**config.mk**
```make
export PLATFORM = sky130hd
export DESIGN_NAME = idli_sqi_mem
export DESIGN_NICKNAME = d
export VERILOG_FILES = /design/src/rtl/idli_sqi_mem.sv
export SDC_FILE = /design/constraint.sdc
export NUM_CORES = 2
export LEC_CHECK = 0
export ABC_AREA = 1
export ABC_CLOCK_PERIOD_IN_PS = 4050
export BUFFER_PORTS_ARGS = -buffer_cell sky130_fd_sc_hd__buf_2
export CORE_MARGIN = 3
export CORE_UTILIZATION = 23
export DETAILED_ROUTE_END_ITERATION = 7
export SYNTH_ARGS = -nofsm -noshare
export SYNTH_HDL_FRONTEND = slang
export SYNTH_SLANG_ARGS = --single-unit
```
**constraint.sdc**
```tcl
create_clock -name i_clk -period 4.05 [get_ports i_clk]
set_input_delay 0.405 -clock i_clk [delete_from_list [all_inputs] [get_ports i_clk]]
set_output_delay 0.405 -clock i_clk [all_outputs]
set_load 0.02 [all_outputs]
```
**src/rtl/idli_sqi_mem.sv**
```systemverilog
// SQI serial-SRAM responder: decodes READ/WRITE nibble streams into a DEPTH-byte array; RDMR/WRMR only with IDLI_SQI_MEM_MODE_EN.
// Outputs are registered, so read nibble m is launched on edge m-1. There is no backpressure, and CS high aborts any phase.
module idli_sqi_mem #(
    parameter int DEPTH = 256
) (
    input  logic       i_clk,
    input  logic       i_rst_n,
    input  logic       i_sqi_cs,
    input  logic [3:0] i_sqi_sio,
    output logic [3:0] o_sqi_sio,
    output logic       o_sqi_sio_en
);
    localparam int AW = $clog2(DEPTH);
    localparam logic [7:0] CMD_WRITE = 8'h02;
    localparam logic [7:0] CMD_READ  = 8'h03;
`ifdef IDLI_SQI_MEM_MODE_EN
    localparam logic [7:0] CMD_WRMR  = 8'h01;
    localparam logic [7:0] CMD_RDMR  = 8'h05;
`endif

    typedef enum logic [3:0] {
        ST_IDLE,
        ST_CMD,
        ST_ADDR,
        ST_DUMMY,
        ST_RDATA,
        ST_WDATA,
        ST_MODE_RD,
        ST_MODE_WR,
        ST_IGNORE
    } state_t;

    state_t        state_q, state_d;
    logic [3:0]    cmd_hi_q, cmd_hi_d;
    logic          is_read_q, is_read_d;
    logic [2:0]    cnt_q, cnt_d;
    logic [AW-1:0] addr_q, addr_d;
    logic [3:0]    nib_q, nib_d;
    logic          lo_q, lo_d;
    logic [3:0]    sio_q, sio_d;
    logic          sio_en_q, sio_en_d;
    logic [7:0]    mem_q [DEPTH];

    logic          mem_we;
    logic [7:0]    mem_wdat;
    logic [7:0]    rd_byte;
    logic [1:0]    mode_sel;
    logic          page_mode;
    logic          byte_mode;
    logic [AW-1:0] addr_seq;
    logic [AW-1:0] addr_inc;

`ifdef IDLI_SQI_MEM_MODE_EN
    logic [7:0]    mode_q, mode_d;
    assign mode_sel = mode_q[7:6];
`else
    assign mode_sel = 2'b01;
`endif

    // Page mode keeps the upper address bits and wraps the low five within a 32-byte page.
    assign page_mode = (mode_sel == 2'b10);
    assign byte_mode = (mode_sel == 2'b00);
    assign addr_seq  = addr_q + AW'(1);
    assign addr_inc  = page_mode ? ((addr_q & ~AW'(31)) | (addr_seq & AW'(31))) : addr_seq;
    assign rd_byte   = mem_q[addr_q];
    assign mem_wdat  = {nib_q, i_sqi_sio};

    assign o_sqi_sio    = sio_q;
    assign o_sqi_sio_en = sio_en_q;

    always_comb begin
        state_d   = state_q;
        cmd_hi_d  = cmd_hi_q;
        is_read_d = is_read_q;
        cnt_d     = cnt_q;
        addr_d    = addr_q;
        nib_d     = nib_q;
        lo_d      = lo_q;
        sio_d     = 4'h0;
        sio_en_d  = 1'b0;
        mem_we    = 1'b0;
`ifdef IDLI_SQI_MEM_MODE_EN
        mode_d    = mode_q;
`endif
        if (i_sqi_cs) begin
            state_d = ST_IDLE;
            cnt_d   = 3'd0;
            lo_d    = 1'b0;
        end else begin
            case (state_q)
                ST_IDLE: begin
                    cmd_hi_d = i_sqi_sio;
                    state_d  = ST_CMD;
                end
                ST_CMD: begin
                    cnt_d = 3'd0;
                    lo_d  = 1'b0;
                    case ({cmd_hi_q, i_sqi_sio})
                        CMD_READ: begin
                            is_read_d = 1'b1;
                            state_d   = ST_ADDR;
                        end
                        CMD_WRITE: begin
                            is_read_d = 1'b0;
                            state_d   = ST_ADDR;
                        end
`ifdef IDLI_SQI_MEM_MODE_EN
                        CMD_RDMR: begin
                            state_d  = ST_MODE_RD;
                            sio_d    = mode_q[7:4];
                            sio_en_d = 1'b1;
                            lo_d     = 1'b1;
                        end
                        CMD_WRMR: state_d = ST_MODE_WR;
`endif
                        default: state_d = ST_IGNORE;
                    endcase
                end
                ST_ADDR: begin
                    // Only the low AW bits survive the 24-bit shift.
                    addr_d = {addr_q[AW-5:0], i_sqi_sio};
                    cnt_d  = cnt_q + 3'd1;
                    if (cnt_q == 3'd5) begin
                        cnt_d   = 3'd0;
                        state_d = is_read_q ? ST_DUMMY : ST_WDATA;
                    end
                end
                ST_DUMMY: begin
                    cnt_d = cnt_q + 3'd1;
                    if (cnt_q == 3'd1) begin
                        state_d  = ST_RDATA;
                        sio_d    = rd_byte[7:4];
                        sio_en_d = 1'b1;
                        lo_d     = 1'b1;
                    end
                end
                ST_RDATA: begin
                    sio_en_d = 1'b1;
                    lo_d     = ~lo_q;
                    if (lo_q) begin
                        sio_d  = rd_byte[3:0];
                        addr_d = addr_inc;
                        if (byte_mode) begin
                            state_d = ST_IGNORE;
                        end
                    end else begin
                        sio_d = rd_byte[7:4];
                    end
                end
                ST_WDATA: begin
                    lo_d = ~lo_q;
                    if (lo_q) begin
                        mem_we = 1'b1;
                        addr_d = addr_inc;
                        if (byte_mode) begin
                            state_d = ST_IGNORE;
                        end
                    end else begin
                        nib_d = i_sqi_sio;
                    end
                end
`ifdef IDLI_SQI_MEM_MODE_EN
                ST_MODE_RD: begin
                    sio_en_d = 1'b1;
                    lo_d     = ~lo_q;
                    sio_d    = lo_q ? mode_q[3:0] : mode_q[7:4];
                end
                ST_MODE_WR: begin
                    lo_d = ~lo_q;
                    if (lo_q) begin
                        mode_d  = {nib_q, i_sqi_sio};
                        state_d = ST_IGNORE;
                    end else begin
                        nib_d = i_sqi_sio;
                    end
                end
`endif
                default: ;
            endcase
        end
    end

    always_ff @(posedge i_clk or negedge i_rst_n) begin
        if (!i_rst_n) begin
            state_q   <= ST_IDLE;
            cmd_hi_q  <= 4'h0;
            is_read_q <= 1'b0;
            cnt_q     <= 3'd0;
            addr_q    <= '0;
            nib_q     <= 4'h0;
            lo_q      <= 1'b0;
            sio_q     <= 4'h0;
            sio_en_q  <= 1'b0;
`ifdef IDLI_SQI_MEM_MODE_EN
            mode_q    <= 8'h40;
`endif
        end else begin
            state_q   <= state_d;
            cmd_hi_q  <= cmd_hi_d;
            is_read_q <= is_read_d;
            cnt_q     <= cnt_d;
            addr_q    <= addr_d;
            nib_q     <= nib_d;
            lo_q      <= lo_d;
            sio_q     <= sio_d;
            sio_en_q  <= sio_en_d;
`ifdef IDLI_SQI_MEM_MODE_EN
            mode_q    <= mode_d;
`endif
        end
    end

    // Storage is deliberately left out of reset.
    always_ff @(posedge i_clk) begin
        if (mem_we) begin
            mem_q[addr_q] <= mem_wdat;
        end
    end

endmodule

```
==> impl_metrics.ini <==
[worst_setup_path]
path_class = flip-flop to flip-flop
r2r_cells = 7
crit_path_start_kind = flip-flop
r2r_start = state_q[1]
crit_required_ns = 4.54
rr_endpoint = mem_q[89][2]
arrival_ns = 4.49
r2r_slack_ns = 0.04
crit_path_end_kind = flip-flop
cp_max_fo = 16

[timing]
worst_clock_skew_ns = 0.0626
maxSlewViolCount = 0
worst_slew_pin_slew_ns = 0.973
min_period_ns = 4.01
finalSetupViolations = 0
min_period_over_period = 0.989
tns_ns = 0
hold_viol_final = 0
rsz0062_at_grt = true
setup_ws_ns = 0.0447
slew_headroom = 0.349
fmax_mhz = 250

[routing]
drc = 0
vias = 57200
post_drt_wl_per_cell_um = 17.3
drt_iter0_markers = 5806
via_per_inst = 4.25
firstDrtPassIters = 7
wl_um = 233000
ant_nets = 0

[synthesis]
ys_seq_area_frac = 0.713
synthesis.area_um2 = 87300
syn_avg_cell_area_um2 = 10.6
yosys-top-cells-area = edfxtp_1 70%, nand2_1 12%, nor2_1 5.8%
syn_nets = 8279
yosysMostFrequentCell = nand2_1
synth_top_flop_cell = edfxtp_1
synth_edf_count = 2048
ys_seq_elements = 2078
async_reset_ff_frac = 0.0144
synth_top_area_frac = 0.704
syn_inst = 8266
yosysWarnings = 0
ys_types = 30
synth_top_area_cell = edfxtp_1
synth_commonest_cells = 2818 x nand2_1, 2048 x edfxtp_1, 1353 x nor2_1

[final_layout]
drive_gt1_frac = 0.0666
final_cells = 13500
num-nets-final = 8293
area_growth_pct = 15.5
n_fill_cell = 38900

[floorplanning]
row_count = 225
die_h_um = 622
dieArea_um2 = 387000
coreArea_um2 = 377000
die_x_um = 622
start_util = 0.232
io_pins = 12

[cts]
cts_buffers = 210
cts.clk_slew.worst_paths_ns = 0.06
cts-root-buf = clkbuf_16
clock_path_buffers = 3
clk-insertion-delay-late_ns = 0.86
cts_tree = yes
h-tree-depth = 4
cts.sinks = 2078

[placement]
place_ws_ns = 0.192
port_buffers = 11
gp_congestion = 0.830
dp_hpwl_um = 133000
dp_cells = 13100

[worst_hold_path]
hold_class = input port to flip-flop
min_from = i_sqi_sio[0]
worstHoldEndpoint = mem_q[13][0]
hold_depth = 1

[global_routing]
antenna_found_initial = 5
grt_pass1_vias = 53900
grt_pass1_wl_um = 347000
grt_usage = 0.116
grt_overflow = 0
grt_max_degree = 146

[pwr]
totalPowerFinal_mw = 54.3
ir_drop_mv = 0.616
p_leak_nw = 40.1
power_density_nw_per_um2 = 539

[job]
maxCapViolCount = 0

[run_status]
status = completed
## layer usage
layer,vias to the layer above,GRT usage,routed length [um]
li1,27300,-,-
met1,27600,0.159,102000
met2,1879,0.189,109000
met3,335,0.0162,16200
met4,2,0.0350,6180
met5,-,0,7
## area by class of cell
cell class / count / area, um^2 / area share
Antenna cell: 2 / 5.00 / 0.0000496
Clock buffer: 264 / 5460 / 0.0541
Clock inverter: 123 / 1300 / 0.0129
Inverter: 511 / 1940 / 0.0192
Multi-Input combinational cell: 5231 / 21100 / 0.210
Sequential cell: 2078 / 62300 / 0.618
Tap cell: 4994 / 6250 / 0.0620
Timing Repair Buffer: 248 / 2480 / 0.0246
## worst max-delay path by stage
stage	startpoint	end	slack, ns	depth (start not counted)
3_5_place_dp	state_q[1]	mem_q[89][2]	0.19	7
2_1_floorplan	nib_q[0]	mem_q[0][4]	0.06	0
5_1_grt	state_q[1]	mem_q[82][4]	-0.06	7
4_1_cts	state_q[1]	mem_q[89][1]	0.18	7
6_report	state_q[1]	mem_q[89][2]	0.04	7
3_3_place_gp	state_q[1]	mem_q[212][0]	0.11	7
## through the flow
stage	hold slack, ns	util	cell area (um^2)
5_1_grt	0.0670	0.268	101000
4_1_cts	0.0297	0.267	101000
3_3_place_gp	0.468	0.249	94000
3_5_place_dp	0.474	0.249	94000
2_1_floorplan	0.109	-	87300
6_report	0.0849	0.268	101000
## placed cells by master, fill, tap and decap left out, drive strengths merged
cell type / synthesis / final
nand2: 2818 / 2818
edfxtp: 2048 / 2048
nor2: 1353 / 1353
o21ai: 815 / 815
inv: 508 / 514
clkbuf: 199 / 264
buf: 247 / 244
nand3: 201 / 201
clkinv: 3 / 97
dfrtp: 30 / 30
bufinv: 0 / 19
a21oi: 12 / 12
nor3: 10 / 10
ha: 6 / 6
clkinvlp: 0 / 4
dlygate4sd3: 0 / 4
o211ai: 3 / 3
o22ai: 3 / 3
diode: 0 / 2
nor4: 2 / 2
o31ai: 1 / 1
o2111ai: 1 / 1
a32o: 1 / 1
nand4: 1 / 1
o22a: 1 / 1
a22oi: 1 / 1
a31oi: 1 / 1
a211oi: 1 / 1
## registers in the layout (all words and copies together), names as in the netlist
signal and cells:
cmd_hi_q 4, is_read_q 1, addr_q 8, lo_q 1, state_q 4, o_sqi_sio 4
cnt_q 3, nib_q 4, mem_q 2048, o_sqi_sio_en 1
## cell families after synthesis
family	share of synthesized area
AOI/OAI and AO/OA	0.0485
and+or+nand+nor	0.192
adders and majority gates	0.000860
DFF	0.713
buffers and inverters	0.0463
## where the power goes
part           internal, mW  switching (mW)
combinational          3.13            8.49
sequential             23.5           0.125
clock                  10.8            8.28
## critical path, cell delays in order, from the launching register on
cell and delay [ns]:
dfrtp_1 0.41, nor3_2 0.21, inv_1 0.19, nor4_1 0.29, inv_1 0.17, nor3_1 0.72
nand2_1 0.80, nor2_1 0.83
## what timing repair did
action | in CTS | in global routing
hold buffers | 4 | 0
resized for setup | 0 | 4
endpoints found under the setup margin | 0 | 87
setup buffers | 0 | 0
hold endpoints to repair | 58 | 0
Power figures use the tool's default switching activity.
